## src/rtl/servo_pkg.sv

```systemverilog
// rtl/servo_pkg.sv - shared widths, stop/max speeds, default timing and ramp helper for the servo controller
package servo_pkg;

  localparam int SPEED_W    = 8;
  localparam int STEP_W     = 3;
  localparam int SPEED_STOP = 128;
  localparam int SPEED_MAX  = 255;

  // Defaults assume a 50 MHz clock: 20 ms frame, 1 ms minimum pulse, ~2 ms at full speed
  localparam int FRAME_CYC_DEF = 1_000_000;
  localparam int MIN_CYC_DEF   = 50_000;
  localparam int LSB_CYC_DEF   = 195;

  localparam int PULSE_W = 32;

  typedef logic [SPEED_W-1:0] speed_t;
  typedef logic [STEP_W-1:0]  step_t;

  function automatic speed_t sat_add(input speed_t speed, input step_t step);
    logic [SPEED_W:0] sum;
    sum = {1'b0, speed} + {{(SPEED_W + 1 - STEP_W){1'b0}}, step};
    return sum[SPEED_W] ? speed_t'(SPEED_MAX) : sum[SPEED_W-1:0];
  endfunction

endpackage

```

## src/rtl/servo_control_if.sv

```systemverilog
// rtl/servo_control_if.sv - per-wheel speed/step request bundle and PWM outputs between drive-mode logic and servo_control
interface servo_control_if;
  import servo_pkg::*;

  logic   servo_0_speed_write_en;
  logic   servo_1_speed_write_en;
  speed_t servo_0_speed;
  speed_t servo_1_speed;
  step_t  servo_0_step;
  step_t  servo_1_step;
  logic   PWM_OUT_0;
  logic   PWM_OUT_1;

  modport master (
    output servo_0_speed_write_en, servo_1_speed_write_en,
    output servo_0_speed, servo_1_speed,
    output servo_0_step, servo_1_step,
    input  PWM_OUT_0, PWM_OUT_1
  );

  modport slave (
    input  servo_0_speed_write_en, servo_1_speed_write_en,
    input  servo_0_speed, servo_1_speed,
    input  servo_0_step, servo_1_step,
    output PWM_OUT_0, PWM_OUT_1
  );

endinterface

```

## src/rtl/servo_pwm_channel.sv

```systemverilog
// rtl/servo_pwm_channel.sv - one servo channel: speed register, saturating ramp, frame latch and registered PWM compare
module servo_pwm_channel
  import servo_pkg::*;
#(
  parameter int MIN_CYC   = MIN_CYC_DEF,
  parameter int LSB_CYC   = LSB_CYC_DEF,
  parameter int SPEED_RST = SPEED_STOP,
  parameter int CNT_W     = 20
) (
  input  logic             clk,
  input  logic             rst,
  input  logic             frame_end,
  input  logic [CNT_W-1:0] cnt,
  input  logic             write_en,
  input  speed_t           speed_in,
  input  step_t            step,
  output logic             pwm
);

  speed_t             speed_q;
  speed_t             latched_q;
  logic [PULSE_W-1:0] pulse_len;

  always_ff @(posedge clk or posedge rst) begin
    if (rst) begin
      speed_q <= speed_t'(SPEED_RST);
    end else if (write_en) begin
      speed_q <= speed_in;
    end else if (frame_end) begin
      speed_q <= sat_add(speed_q, step);
    end
  end

  // Pulse width only moves at frame boundaries so a mid-frame write never truncates a pulse
  always_ff @(posedge clk or posedge rst) begin
    if (rst) begin
      latched_q <= speed_t'(SPEED_RST);
    end else if (frame_end) begin
      latched_q <= speed_q;
    end
  end

  assign pulse_len = PULSE_W'(MIN_CYC) + PULSE_W'(latched_q) * PULSE_W'(LSB_CYC);

  always_ff @(posedge clk or posedge rst) begin
    if (rst) begin
      pwm <= 1'b0;
    end else begin
      pwm <= (PULSE_W'(cnt) < pulse_len);
    end
  end

endmodule

```

## src/rtl/servo_control.sv

```systemverilog
// rtl/servo_control.sv - two-channel continuous-rotation servo PWM controller sharing one frame counter
module servo_control
  import servo_pkg::*;
#(
  parameter int FRAME_CYC = FRAME_CYC_DEF,
  parameter int MIN_CYC   = MIN_CYC_DEF,
  parameter int LSB_CYC   = LSB_CYC_DEF,
  parameter int SPEED_RST = SPEED_STOP
) (
  input  logic            clk,
  input  logic            rst,
  servo_control_if.slave  bus
);

  localparam int CNT_W = $clog2(FRAME_CYC);

  logic [CNT_W-1:0] cnt;
  logic             frame_end;

  assign frame_end = (cnt == CNT_W'(FRAME_CYC - 1));

  // Single counter keeps both channel frames phase-aligned
  always_ff @(posedge clk or posedge rst) begin
    if (rst) begin
      cnt <= '0;
    end else if (frame_end) begin
      cnt <= '0;
    end else begin
      cnt <= cnt + CNT_W'(1);
    end
  end

  servo_pwm_channel #(
    .MIN_CYC   (MIN_CYC),
    .LSB_CYC   (LSB_CYC),
    .SPEED_RST (SPEED_RST),
    .CNT_W     (CNT_W)
  ) u_ch0 (
    .clk       (clk),
    .rst       (rst),
    .frame_end (frame_end),
    .cnt       (cnt),
    .write_en  (bus.servo_0_speed_write_en),
    .speed_in  (bus.servo_0_speed),
    .step      (bus.servo_0_step),
    .pwm       (bus.PWM_OUT_0)
  );

  servo_pwm_channel #(
    .MIN_CYC   (MIN_CYC),
    .LSB_CYC   (LSB_CYC),
    .SPEED_RST (SPEED_RST),
    .CNT_W     (CNT_W)
  ) u_ch1 (
    .clk       (clk),
    .rst       (rst),
    .frame_end (frame_end),
    .cnt       (cnt),
    .write_en  (bus.servo_1_speed_write_en),
    .speed_in  (bus.servo_1_speed),
    .step      (bus.servo_1_step),
    .pwm       (bus.PWM_OUT_1)
  );

endmodule

```

## src/flat_wrapper.sv

```systemverilog
// flat-port wrapper written by rule: the top's interface ports become plain ports
module servo_control_flat import servo_pkg::*;
#(
  parameter int FRAME_CYC = FRAME_CYC_DEF,
  parameter int MIN_CYC   = MIN_CYC_DEF,
  parameter int LSB_CYC   = LSB_CYC_DEF,
  parameter int SPEED_RST = SPEED_STOP
)
  (clk, rst, bus_servo_0_speed_write_en, bus_servo_1_speed_write_en, bus_servo_0_speed, bus_servo_1_speed, bus_servo_0_step, bus_servo_1_step, bus_PWM_OUT_0, bus_PWM_OUT_1);
  servo_control_if bus_i ();
  input  logic clk;
  input  logic rst;
  input wire logic [$bits(bus_i.servo_0_speed_write_en)-1:0] bus_servo_0_speed_write_en;
  input wire logic [$bits(bus_i.servo_1_speed_write_en)-1:0] bus_servo_1_speed_write_en;
  input wire logic [$bits(bus_i.servo_0_speed)-1:0] bus_servo_0_speed;
  input wire logic [$bits(bus_i.servo_1_speed)-1:0] bus_servo_1_speed;
  input wire logic [$bits(bus_i.servo_0_step)-1:0] bus_servo_0_step;
  input wire logic [$bits(bus_i.servo_1_step)-1:0] bus_servo_1_step;
  output wire logic [$bits(bus_i.PWM_OUT_0)-1:0] bus_PWM_OUT_0;
  output wire logic [$bits(bus_i.PWM_OUT_1)-1:0] bus_PWM_OUT_1;
  assign bus_i.servo_0_speed_write_en = bus_servo_0_speed_write_en;
  assign bus_i.servo_1_speed_write_en = bus_servo_1_speed_write_en;
  assign bus_i.servo_0_speed = bus_servo_0_speed;
  assign bus_i.servo_1_speed = bus_servo_1_speed;
  assign bus_i.servo_0_step = bus_servo_0_step;
  assign bus_i.servo_1_step = bus_servo_1_step;
  assign bus_PWM_OUT_0 = bus_i.PWM_OUT_0;
  assign bus_PWM_OUT_1 = bus_i.PWM_OUT_1;
  servo_control #(.FRAME_CYC(FRAME_CYC), .MIN_CYC(MIN_CYC), .LSB_CYC(LSB_CYC), .SPEED_RST(SPEED_RST)) u_core (.clk(clk), .rst(rst), .bus(bus_i));
endmodule
```

## config.mk

```make
export PLATFORM = sky130hd
export DESIGN_NAME = servo_control_flat
export DESIGN_NICKNAME = d
export VERILOG_FILES = /design/src/rtl/servo_pkg.sv /design/src/rtl/servo_control_if.sv /design/src/rtl/servo_pwm_channel.sv /design/src/rtl/servo_control.sv /design/src/flat_wrapper.sv
export SDC_FILE = /design/constraint.sdc
export NUM_CORES = 1
export LEC_CHECK = 0
export BUFFER_PORTS_ARGS = -buffer_cell sky130_fd_sc_hd__buf_4
export CAP_MARGIN = 5
export CORE_MARGIN = 5
export CORE_UTILIZATION = 55
export CTS_CLUSTER_SIZE = 40
export DETAILED_ROUTE_END_ITERATION = 7
export MAX_ROUTING_LAYER = met4
export PLACE_DENSITY = 0.75
export SYNTH_ARGS = -nofsm -noshare
export SYNTH_HDL_FRONTEND = slang
export SYNTH_SLANG_ARGS = --single-unit
```

## constraint.sdc

```tcl
create_clock -name clk -period 4.3 [get_ports clk]
set_clock_uncertainty 0.1 [all_clocks]
set_input_delay 0.215 -clock clk [delete_from_list [all_inputs] [get_ports clk]]
set_output_delay 0.215 -clock clk [all_outputs]
set_load 0.005 [all_outputs]
```

==> flow_summary.json, run 1 <==
{
  "antennaDiodeCount": 0,
  "maxCapViolations": 0,
  "portBuffers": 27,
  "ys_ff_latch": 54,
  "syn2layout_area_growth_pct": 23.7,
  "critical-path-slowest-cell": "fa_1",
  "seq_power_share_pct": 53.5,
  "wirelength_mm": 14.3,
  "crit_path_start_kind": "flip-flop",
  "p_sw_share_pct": 25.8,
  "hold-path-endpoint": "u_core.u_ch0.speed_q[1]",
  "io_pins": 28,
  "violations": "negative setup slack",
  "synthCells": 646,
  "crit_chain": "inv_2 -> ha_4 -> inv_2 -> ha_4 -> inv_2 -> fa_2 -> fa_1 -> inv_2 -> ha_4 -> buf_4 -> nor3_4 -> o2111ai_2 -> a31o_2 -> a21oi_2 -> xor2_1 -> ha_1 -> a21o_1 -> a21oi_2 -> o21ai_1 -> a2111o_1 -> a31oi_1",
  "yosysTopAreaCell": "ha_1",
  "die_h_um": 113,
  "ff2ff_path_depth": 21,
  "end_kind": "flip-flop",
  "globalplace.congestion": 0.884,
  "ys_warn_count": 0,
  "r2r_start": "u_core.u_ch1.latched_q[2]",
  "status": "finished, violations left",
  "synthesis.area_sq_um": 5800,
  "die_x_um": 113,
  "synth_edf_count": 0,
  "firstDrtPassIters": 5,
  "clock_path_buffers": 2,
  "timing.rr.end": "u_core.u_ch1.pwm",
  "fin_ws_ns": -0.142,
  "synthFlopType": "dfrtp_1",
  "fill_cells": 724,
  "cts_sinks": 54,
  "grt_setup_unrepaired": "yes",
  "clkPwrFrac_pct": 36.0,
  "hp-start": "bus_servo_0_speed[1]",
  "critical-path-max-stage-delay_ns": 0.54,
  "synth-seq-area-share_pct": 23.4,
  "peakVddDrop_v": 0.000160,
  "required_ns": 4.45,
  "synth_top_area_share_pct": 29.5,
  "row_count": 37,
  "grt.overflow.total": 0,
  "hpwl_mm": 10.6,
  "worstMarginPinSlew_ns": 0.959,
  "min_delay_path_depth": 3,
  "routed_via_density": 5.74,
  "track_usage_pct": 23.2,
  "hold_path.class": "input pin to flip-flop",
  "reg2reg_slack_ns": -0.14,
  "antenna_found_initial": 0,
  "grt_pass1_wl_mm": 24.0,
  "synth.distinct_cells": 60,
  "worst_path_most_repeated_cell": "inv_2",
  "nets": 912,
  "p_int_w": 0.000752,
  "ant_nets": 0,
  "finalCoreUtilization_pct": 69.5,
  "htreeDepth": 2,
  "fmax_mhz": 225,
  "power.leakage_nw": 3.59,
  "finalSetupViolations": 2,
  "switchingPower_w": 0.000262,
  "cts_tree": "built",
  "avgRoutedWirePerCell_um": 16.4,
  "start_util_pct": 56.2,
  "holdWs_ns": 0.0107,
  "grt_pass1_vias": 5161,
  "finalHoldViolCount": 0,
  "relSlewSlack_pct": 36.1,
  "crit_type": "flip-flop to flip-flop",
  "cts.root.buffer_cell": "clkbuf_8",
  "vias": 5009,
  "cts_buffers": 5,
  "grt_start_max_net_pins": 55,
  "postSynthAreaPerCell_sq_um": 8.99,
  "design.core.area_sq_um": 10300,
  "drive_gt1_share_pct": 23.2,
  "async_flop_share_pct": 100,
  "fin_crit_sh_pct": 103,
  "clkLatencyLatePin_ns": 0.32,
  "final-max-slew-violation-count": 0,
  "clk_pin_slew_ns": 0.11,
  "power_density_nw_per_um2": 141,
  "synth.area.top_cells": "ha_1 (30%), dfrtp_1 (22%), inv_1 (5.0%)",
  "dieArea_sq_um": 12700,
  "remaining_drc_errors": 0,
  "syn_nets": 823,
  "drt_iter0_drc": 215,
  "cp.arrival_ns": 4.59,
  "min_period_ns": 4.44,
  "cp_max_fo": 3,
  "setup_tns_ns": -0.280,
  "pwr-share-comb_pct": 10.5
}
power by group through the flow:
| stage | clock [W] | combinational [W] | sequential [W] |
|---|---|---|---|
| floorplan | 0 | 0.0000687 | 0.000546 |
| global placement | 0 | 0.0000987 | 0.000550 |
| detailed placement | 0 | 0.000102 | 0.000551 |
| CTS | 0.000373 | 0.000108 | 0.000542 |
| global route | 0.000394 | 0.000122 | 0.000545 |
| finish | 0.000365 | 0.000107 | 0.000542 |
critical path: cells and delay by family, from the launching register on:
kind            cells  cell delay [ns]
compound gates      8             1.37
xor+xnor            1             0.16
fa+ha+maj           6             1.83
buf+inv             5             0.36
flops               1             0.38
simple gates        1             0.17
cell usage after synthesis (2+ instances only):
cell type  count
o21ai_0       29
a211oi_1       4
a21o_1        11
a31oi_1        3
xor2_1        19
buf_6          2
dfrtp_1       50
and3_1         6
nand2_1       56
fa_1          14
o22ai_1        3
mux2i_1        3
o311ai_0       2
inv_1         78
o32ai_2        2
o41ai_1        3
nand4_1       10
nor4_1         3
and4_1         2
o21a_1         2
clkbuf_1       8
nor4b_1        2
o2111ai_1      4
and2_1         3
nand3_1       18
nor2b_1        5
ha_1         137
or3_1          6
dfstp_2        4
a41oi_1        2
or4b_1         2
o211ai_1       5
nor3_1        21
o31ai_1       10
nand2b_1       3
nor2_1        36
xnor2_1       21
o21bai_1       2
a21oi_1       34
cells by family after synthesis:
family	Yosys count	share of synthesized area, %
AND/OR/NAND/NOR	180	15.1
adder cells (fa/ha/maj)	151	34.4
AO/OA/AOI/OAI	127	14.4
buffers and inverters	91	6.23
flip-flops	54	23.4
XOR/XNOR	40	6.04
multiplexers	3	0.517
sequential cells by signal (all words and copies together), names as in the netlist:
signal	cells
u_core.cnt	20
u_core.u_ch0.latched_q	8
u_core.u_ch0.speed_q	8
u_core.u_ch1.latched_q	8
u_core.u_ch1.speed_q	8
u_core.u_ch0.pwm	1
u_core.u_ch1.pwm	1
repair_timing:
action / in CTS / in global routing
buffers inserted: 10 / 4
setup endpoints to repair: 2 / 2
endpoints found under the hold margin: 28 / 0
hold buffers: 7 / 0
resized for setup: 51 / 19
pin swaps: 44 / 23
routing by layer:
metal,vias to the layer above,global-route usage (%),wire length [um]
li1,2468,-,-
met1,2375,27.5,6010
met2,127,40.7,7390
met3,39,3.42,515
met4,0,7.29,352
met5,-,-,0
cell type report:
type,instances,area [sq um],share of cell area [%]
Sequential cell,54,1360,18.9
Timing Repair Buffer,95,734,10.2
Multi-Input combinational cell,501,4510,62.8
Clock buffer,5,68.8,0.959
Clock inverter,3,47.5,0.662
Inverter,78,293,4.08
Tap cell,136,170,2.37
cell usage in the layout, fill, tap and decap left out, types with 3 or more instances in the layout:
cell,instances
ha_1,120
buf_4,87
inv_1,63
nand2_1,53
dfrtp_1,50
nor2_1,34
a21oi_1,27
o21ai_0,26
xnor2_1,21
xor2_1,19
nor3_1,17
ha_4,16
inv_2,15
nand3_1,12
a21o_1,11
fa_1,11
nand4_1,10
o31ai_1,8
a21oi_2,7
dlygate4sd3_1,7
and3_1,6
nor2b_1,5
or3_1,5
o211ai_1,5
clkbuf_8,5
o21ai_1,4
a211oi_1,4
nand3_4,4
dfstp_2,4
nand2b_1,3
o22ai_1,3
and2_1,3
mux2i_1,3
nor3_2,3
a31oi_1,3
nor4_1,3
fa_2,3
metrics by stage:
stage | cell area, sq um | total power (W) | worst slack, ns | instances
3_3_place_gp | 6550 | 0.000649 | -0.140 | 843
3_5_place_dp | 6550 | 0.000654 | -0.351 | 843
6_report | 7180 | 0.00101 | -0.142 | 872
5_1_grt | 7180 | 0.00106 | -0.333 | 872
2_1_floorplan | 5890 | 0.000614 | -0.00936 | 646
4_1_cts | 7060 | 0.00102 | -0.111 | 868
worst max-delay path by stage:
| stage | startpoint | endpoint | slack, ns | cells after the start |
|---|---|---|---|---|
| final | u_core.u_ch1.latched_q[2] | u_core.u_ch1.pwm | -0.14 | 21 |
| after global placement | u_core.u_ch1.latched_q[2] | u_core.u_ch1.pwm | -0.14 | 19 |
| after floorplan | u_core.u_ch1.latched_q[1] | u_core.u_ch1.pwm | -0.009 | 20 |
| after global routing | u_core.u_ch0.latched_q[1] | u_core.u_ch0.pwm | -0.33 | 19 |
| after CTS | u_core.u_ch0.latched_q[1] | u_core.u_ch0.pwm | -0.11 | 19 |
| after detailed placement | u_core.u_ch1.latched_q[2] | u_core.u_ch1.pwm | -0.35 | 19 |
Power figures use the tool's default switching activity.
==> inputs of run 2 (changes only) <==
--- a/config.mk
+++ b/config.mk
@@ -8,11 +8,11 @@
 export BUFFER_PORTS_ARGS = -buffer_cell sky130_fd_sc_hd__buf_4
 export CAP_MARGIN = 5
 export CORE_MARGIN = 5
-export CORE_UTILIZATION = 55
+export CORE_UTILIZATION = 50
 export CTS_CLUSTER_SIZE = 40
 export DETAILED_ROUTE_END_ITERATION = 7
 export MAX_ROUTING_LAYER = met4
-export PLACE_DENSITY = 0.75
+export PLACE_DENSITY = 0.79
 export SYNTH_ARGS = -nofsm -noshare
 export SYNTH_HDL_FRONTEND = slang
 export SYNTH_SLANG_ARGS = --single-unit
==> constraint.sdc (replaced) <==
create_clock -name clk -period 4.3 [get_ports clk]
set_clock_uncertainty 0.1 [all_clocks]
set_input_delay 0.86 -clock clk [delete_from_list [all_inputs] [get_ports clk]]
set_output_delay 0.86 -clock clk [all_outputs]
set_load 0.005 [all_outputs]
==> run 2 against run 1 <==
Against the previous run: maximum frequency fell by 0.41%; largest cell class unchanged; via count rose by 0.84%; the flow still finishes with violations (negative setup slack); critical path depth fell by 2; final cell count fell by 0.11%; die area rose by 9.1%; non-clock buffer count fell by 8; core utilization fell by 7.6 points; worst setup slack got worse by 0.018 ns; critical path type unchanged.
==> flow_summary.json, run 2 (synthesis results as in run 1) <==
{
  "cp_max_fo": 5,
  "worstMarginPinSlew_ns": 0.906,
  "min_period_ns": 4.46,
  "io_pins": 28,
  "vias": 5051,
  "syn2layout_area_growth_pct": 21.9,
  "fin_ws_ns": -0.160,
  "maxCapViolations": 0,
  "largest_reg_flops": 20,
  "antennaDiodeCount": 0,
  "cpLargestDelayFamily": "adder cells",
  "peakVddDrop_v": 0.000208,
  "use_met1_pct": 24.0,
  "crit_type": "flip-flop to flip-flop",
  "critical-path-slowest-cell": "fa_1",
  "dpl.cell_count": 851,
  "drt_iter0_drc": 159,
  "fmax_mhz": 224,
  "cp.arrival_ns": 4.57,
  "die_h_um": 118,
  "row_count": 39,
  "ff2ff_path_depth": 19,
  "power.leakage_nw": 3.60,
  "use_met2_pct": 36.6,
  "dpl_worst_slack_ns": -0.434,
  "status": "finished, violations left",
  "start_util_pct": 50.8,
  "final_common_cell": "ha_1",
  "antenna_found_initial": 0,
  "critical_path_buf_inv_count": 3,
  "clock_path_buffers": 2,
  "grt_pass1_wl_mm": 23.8,
  "cts_tree": "built",
  "remaining_drc_errors": 0,
  "grt_pass1_vias": 5245,
  "setup_tns_ns": -0.308,
  "portBuffers": 27,
  "finalCoreUtilization_pct": 62.0,
  "crit_path_start_kind": "flip-flop",
  "avgRoutedWirePerCell_um": 16.1,
  "cts.root.buffer_cell": "clkbuf_16",
  "grt_use_met3_pct": 3.08,
  "clk_pin_slew_ns": 0.07,
  "fin_cells": 871,
  "power_w": 0.00112,
  "timing.rr.end": "u_core.u_ch1.pwm",
  "final-max-slew-violation-count": 0,
  "path_depth": 19,
  "finalSetupViolations": 2,
  "drive_gt1_share_pct": 21.7,
  "r2r_start": "u_core.u_ch1.latched_q[1]",
  "dieArea_sq_um": 13900,
  "violations": "negative setup slack",
  "grt_setup_unrepaired": "yes",
  "globalplace.congestion": 0.974,
  "clkLatencyLatePin_ns": 0.30,
  "routed_via_density": 5.80,
  "relSlewSlack_pct": 39.6,
  "cp-endpoint": "u_core.u_ch1.pwm",
  "grt.overflow.total": 0,
  "htreeDepth": 2,
  "crit_chain": "buf_4 -> ha_2 -> ha_4 -> inv_2 -> fa_2 -> fa_1 -> inv_2 -> ha_4 -> nand3_2 -> o2111ai_4 -> a31o_2 -> a21oi_2 -> xor2_1 -> ha_1 -> a21o_1 -> a21oi_2 -> o21ai_1 -> a2111o_1 -> a31oi_1",
  "wirelength_mm": 14.1,
  "power_density_nw_per_um2": 158,
  "track_usage_pct": 20.5,
  "fin_crit_sh_pct": 104,
  "reg2reg_slack_ns": -0.16,
  "cts_sinks": 54,
  "required_ns": 4.41,
  "cts_hold_buf": 0,
  "largest-register": "u_core.cnt",
  "die_x_um": 118,
  "crit_path_start": "u_core.u_ch1.latched_q[1]",
  "cts_buffers": 5,
  "design.core.area_sq_um": 11400,
  "grt_start_max_net_pins": 33,
  "critical-path-max-stage-delay_ns": 0.53,
  "layout_common_cells": "ha_1 (126), buf_4 (86), inv_1 (65), nand2_1 (53), dfrtp_1 (50)",
  "end_kind": "flip-flop",
  "ant_nets": 0,
  "hpwl_mm": 10.5,
  "nets": 904,
  "hold_path.class": "flip-flop to flip-flop",
  "finalHoldViolCount": 0,
  "grt.busiest_layer": "met2",
  "firstDrtPassIters": 5
}
-- run 2: cell type report --
cell class / count / area (sq um)
inverter: 78 / 295
fill: 896 / 4340
timing repair buffer: 87 / 657
clock buffer: 6 / 129
multi-input combinational: 501 / 4420
sequential: 54 / 1360
clock inverter: 2 / 37.5
tap: 143 / 179
-- run 2: per-layer routing --
layer,wire length [um],part of all wire (%),vias up
met2,7130,51,148
met1,6040,43,2401
li1,-,-,2463
met5,0,0,-
met3,545,3.9,39
met4,355,2.5,0
-- run 2: worst min path at each step --
stage | from | end | cells past startpoint
floorplan | u_core.u_ch1.speed_q[7] | u_core.u_ch1.latched_q[7] | 2
finish | u_core.u_ch1.speed_q[7] | u_core.u_ch1.latched_q[7] | 2
global placement | u_core.u_ch1.speed_q[7] | u_core.u_ch1.latched_q[7] | 2
CTS | u_core.u_ch1.speed_q[7] | u_core.u_ch1.latched_q[7] | 2
global route | u_core.u_ch1.speed_q[7] | u_core.u_ch1.latched_q[7] | 2
detailed placement | u_core.u_ch1.speed_q[7] | u_core.u_ch1.latched_q[7] | 2
-- run 2: per-stage QoR --
step / hold WS [ns] / instance area, sq um
floorplan: 0.341 / 5890
global placement: 0.356 / 6560
detailed placement: 0.355 / 6560
CTS: 0.368 / 6970
global route: 0.393 / 7080
finish: 0.369 / 7080
-- run 2: worst register-to-register path, delay by kind of cell (launching register included) --
family | cells | cell delay [ns]
AOI/OAI and AO/OA | 8 | 1.38
buffers and inverters | 3 | 0.25
xor gates and xnor gates | 1 | 0.17
adders and majority gates | 6 | 1.93
and+or+nand+nor | 1 | 0.12
DFF | 1 | 0.40
-- run 2: repair_timing --
| action | 4_1_cts | 5_1_grt |
|---|---|---|
| setup buffers | 8 | 4 |
| gates resized for setup | 42 | 14 |
| setup endpoints to repair | 2 | 2 |
| pin swaps | 36 | 19 |
-- run 2: report_power, final --
| part | internal [W] | switching, W | leakage, nW |
|---|---|---|---|
| logic | 0.0000472 | 0.0000563 | 2.83 |
| registers | 0.000524 | 0.0000187 | 0.688 |
| clock network | 0.000276 | 0.000195 | 0.0771 |
==> inputs of run 3 (changes only) <==
--- a/config.mk
+++ b/config.mk
@@ -8,11 +8,11 @@
 export BUFFER_PORTS_ARGS = -buffer_cell sky130_fd_sc_hd__buf_4
 export CAP_MARGIN = 5
 export CORE_MARGIN = 5
-export CORE_UTILIZATION = 50
+export CORE_UTILIZATION = 35
 export CTS_CLUSTER_SIZE = 40
 export DETAILED_ROUTE_END_ITERATION = 7
 export MAX_ROUTING_LAYER = met4
-export PLACE_DENSITY = 0.79
+export PLACE_DENSITY = 0.61
 export SYNTH_ARGS = -nofsm -noshare
 export SYNTH_HDL_FRONTEND = slang
 export SYNTH_SLANG_ARGS = --single-unit
==> run 3 against run 2 <==
Against the previous run: the flow still finishes with violations (negative setup slack); largest power group unchanged; critical path depth did not move; sequential power barely moved; final area fell by 0.55%; largest cell class unchanged; critical path type unchanged.
==> flow_summary.json, run 3 (synthesis results as in run 1) <==
{
  "start_util_pct": 35.4,
  "critical-path-max-stage-delay_ns": 0.54,
  "end_kind": "flip-flop",
  "cts_tree": "built",
  "antenna_found_initial": 0,
  "drt_iter0_drc": 183,
  "crit_path_start_kind": "flip-flop",
  "status": "finished, violations left",
  "cp_max_fo": 6,
  "die_x_um": 139,
  "required_ns": 4.43,
  "final_common_cell": "ha_1",
  "hold_path.class": "flip-flop to flip-flop",
  "fin_ws_ns": -0.131,
  "globalplace.congestion": 0.873,
  "portBuffers": 27,
  "ant_nets": 0,
  "hp-start": "u_core.u_ch1.speed_q[7]",
  "critical-path-slowest-cell": "fa_2",
  "layout_common_cells": "ha_1 (126), buf_4 (83), inv_1 (65), nand2_1 (54), dfrtp_1 (50)",
  "reg2reg_slack_ns": -0.13,
  "clock_path_buffers": 2,
  "cts_buffers": 5,
  "power_w": 0.00107,
  "fin_crit_sh_pct": 103,
  "min_period_ns": 4.43,
  "timing.rr.end": "u_core.u_ch0.pwm",
  "grt_pass1_wl_mm": 21.8,
  "fmax_mhz": 226,
  "hold-path-endpoint": "u_core.u_ch1.latched_q[7]",
  "firstDrtPassIters": 4,
  "avgRoutedWirePerCell_um": 13.2,
  "syn2layout_area_growth_pct": 21.2,
  "cts_sinks": 54,
  "remaining_drc_errors": 0,
  "largest-register": "u_core.cnt",
  "worstMarginPinSlew_ns": 0.963,
  "io_pins": 28,
  "grt.overflow.total": 0,
  "nets": 900,
  "grt_setup_unrepaired": "yes",
  "row_count": 47,
  "largest_reg_flops": 20,
  "r2r_start": "u_core.u_ch0.latched_q[1]",
  "die_h_um": 139,
  "cp.arrival_ns": 4.56,
  "critical_path_buf_inv_count": 4,
  "crit_type": "flip-flop to flip-flop",
  "cpLargestDelayFamily": "adder cells",
  "grt_start_max_net_pins": 41,
  "drive_gt1_share_pct": 20.6,
  "vias": 4693,
  "violations": "negative setup slack",
  "min_delay_path_depth": 2,
  "crit_chain": "inv_2 -> ha_4 -> inv_2 -> ha_4 -> inv_2 -> fa_2 -> fa_2 -> inv_2 -> ha_4 -> nand3_1 -> o2111a_2 -> o31ai_2 -> a21oi_1 -> xor2_1 -> ha_1 -> a21o_1 -> a21o_1 -> a211o_1 -> a21oi_2",
  "peakVddDrop_v": 0.000129,
  "finalCoreUtilization_pct": 42.9,
  "antennaDiodeCount": 0,
  "design.core.area_sq_um": 16400,
  "finalSetupViolations": 2,
  "clkLatencyLatePin_ns": 0.30,
  "track_usage_pct": 13.7,
  "routed_via_density": 4.97,
  "hpwl_mm": 10.2,
  "relSlewSlack_pct": 35.8,
  "worst_path_most_repeated_cell": "inv_2",
  "htreeDepth": 2,
  "cts_hold_buf": 0,
  "wirelength_mm": 12.5,
  "final-max-slew-violation-count": 0,
  "cts.root.buffer_cell": "clkbuf_16",
  "ff2ff_path_depth": 19,
  "power.leakage_nw": 3.55,
  "maxCapViolations": 0,
  "power_density_nw_per_um2": 152,
  "grt_pass1_vias": 4731,
  "clk_pin_slew_ns": 0.08,
  "dieArea_sq_um": 19300,
  "finalHoldViolCount": 0
}
==> run 3: cell types whose count changed in the layout (fill, tap and decap cells not counted), moves of 2 or more <==
cell      change
nand3_4       -3
buf_4         -3
nand3_1       +2
clkinv_4      +2
==> run 3: power breakdown <==
group | leakage, nW | internal, W | switching (W)
clock | 0.0770 | 0.000234 | 0.000194
combinational | 2.78 | 0.0000469 | 0.0000544
sequential | 0.688 | 0.000524 | 0.0000188
==> run 3: area by class of cell <==
| cell class | count | area (sq um) |
|---|---|---|
| sequential | 54 | 1360 |
| timing repair buffer | 83 | 623 |
| tap | 220 | 275 |
| clock buffer | 6 | 139 |
| fill | 1633 | 9370 |
| multi-input combinational | 501 | 4330 |
| clock inverter | 2 | 17.5 |
| inverter | 78 | 293 |
==> run 3: worst max path at each step <==
stage,cells after the start,to,start
2_1_floorplan,20,u_core.u_ch1.pwm,u_core.u_ch1.latched_q[1]
5_1_grt,19,u_core.u_ch0.pwm,u_core.u_ch0.latched_q[1]
6_report,19,u_core.u_ch0.pwm,u_core.u_ch0.latched_q[1]
3_5_place_dp,20,u_core.u_ch1.pwm,u_core.u_ch1.latched_q[2]
4_1_cts,19,u_core.u_ch0.pwm,u_core.u_ch0.latched_q[1]
3_3_place_gp,20,u_core.u_ch1.pwm,u_core.u_ch1.latched_q[2]
==> run 3: repair_timing <==
item / 4_1_cts / 5_1_grt
buffers inserted: 2 / 2
endpoints found under the setup margin: 2 / 2
resized for setup: 34 / 6
pin swaps: 29 / 8
endpoints found under the hold margin: 0 / 0
==> run 3: routing by layer <==
layer | global-route usage [%] | routed length, um
met1 | 18.3 | 6290
met4 | 2.37 | 104
met2 | 22.4 | 5710
met3 | 2.10 | 345
met5 | - | 0
==> run 3: worst reg2reg max path: stages, from the launching register on <==
cell and delay [ns]:
dfrtp_1 0.40, inv_2 0.07, ha_4 0.27, inv_2 0.04, ha_4 0.25, inv_2 0.03, fa_2 0.43, fa_2 0.54
inv_2 0.04, ha_4 0.30, nand3_1 0.11, o2111a_2 0.30, o31ai_2 0.22, a21oi_1 0.10, xor2_1 0.16, ha_1 0.32
a21o_1 0.18, a21o_1 0.14, a211o_1 0.26, a21oi_2 0.10
==> run 3: per-stage QoR <==
step           instances  worst slack (ns)  cell area [sq um]  hold WS [ns]  TNS [ns]
2_1_floorplan        646          -0.00936               5890         0.341  -0.00936
3_3_place_gp         932            -0.226               6690         0.367    -0.423
3_5_place_dp         932            -0.267               6690         0.369    -0.484
4_1_cts              942            -0.142               6990         0.378    -0.224
5_1_grt              944            -0.340               7040         0.410    -0.652
6_report             944            -0.131               7040         0.376    -0.195
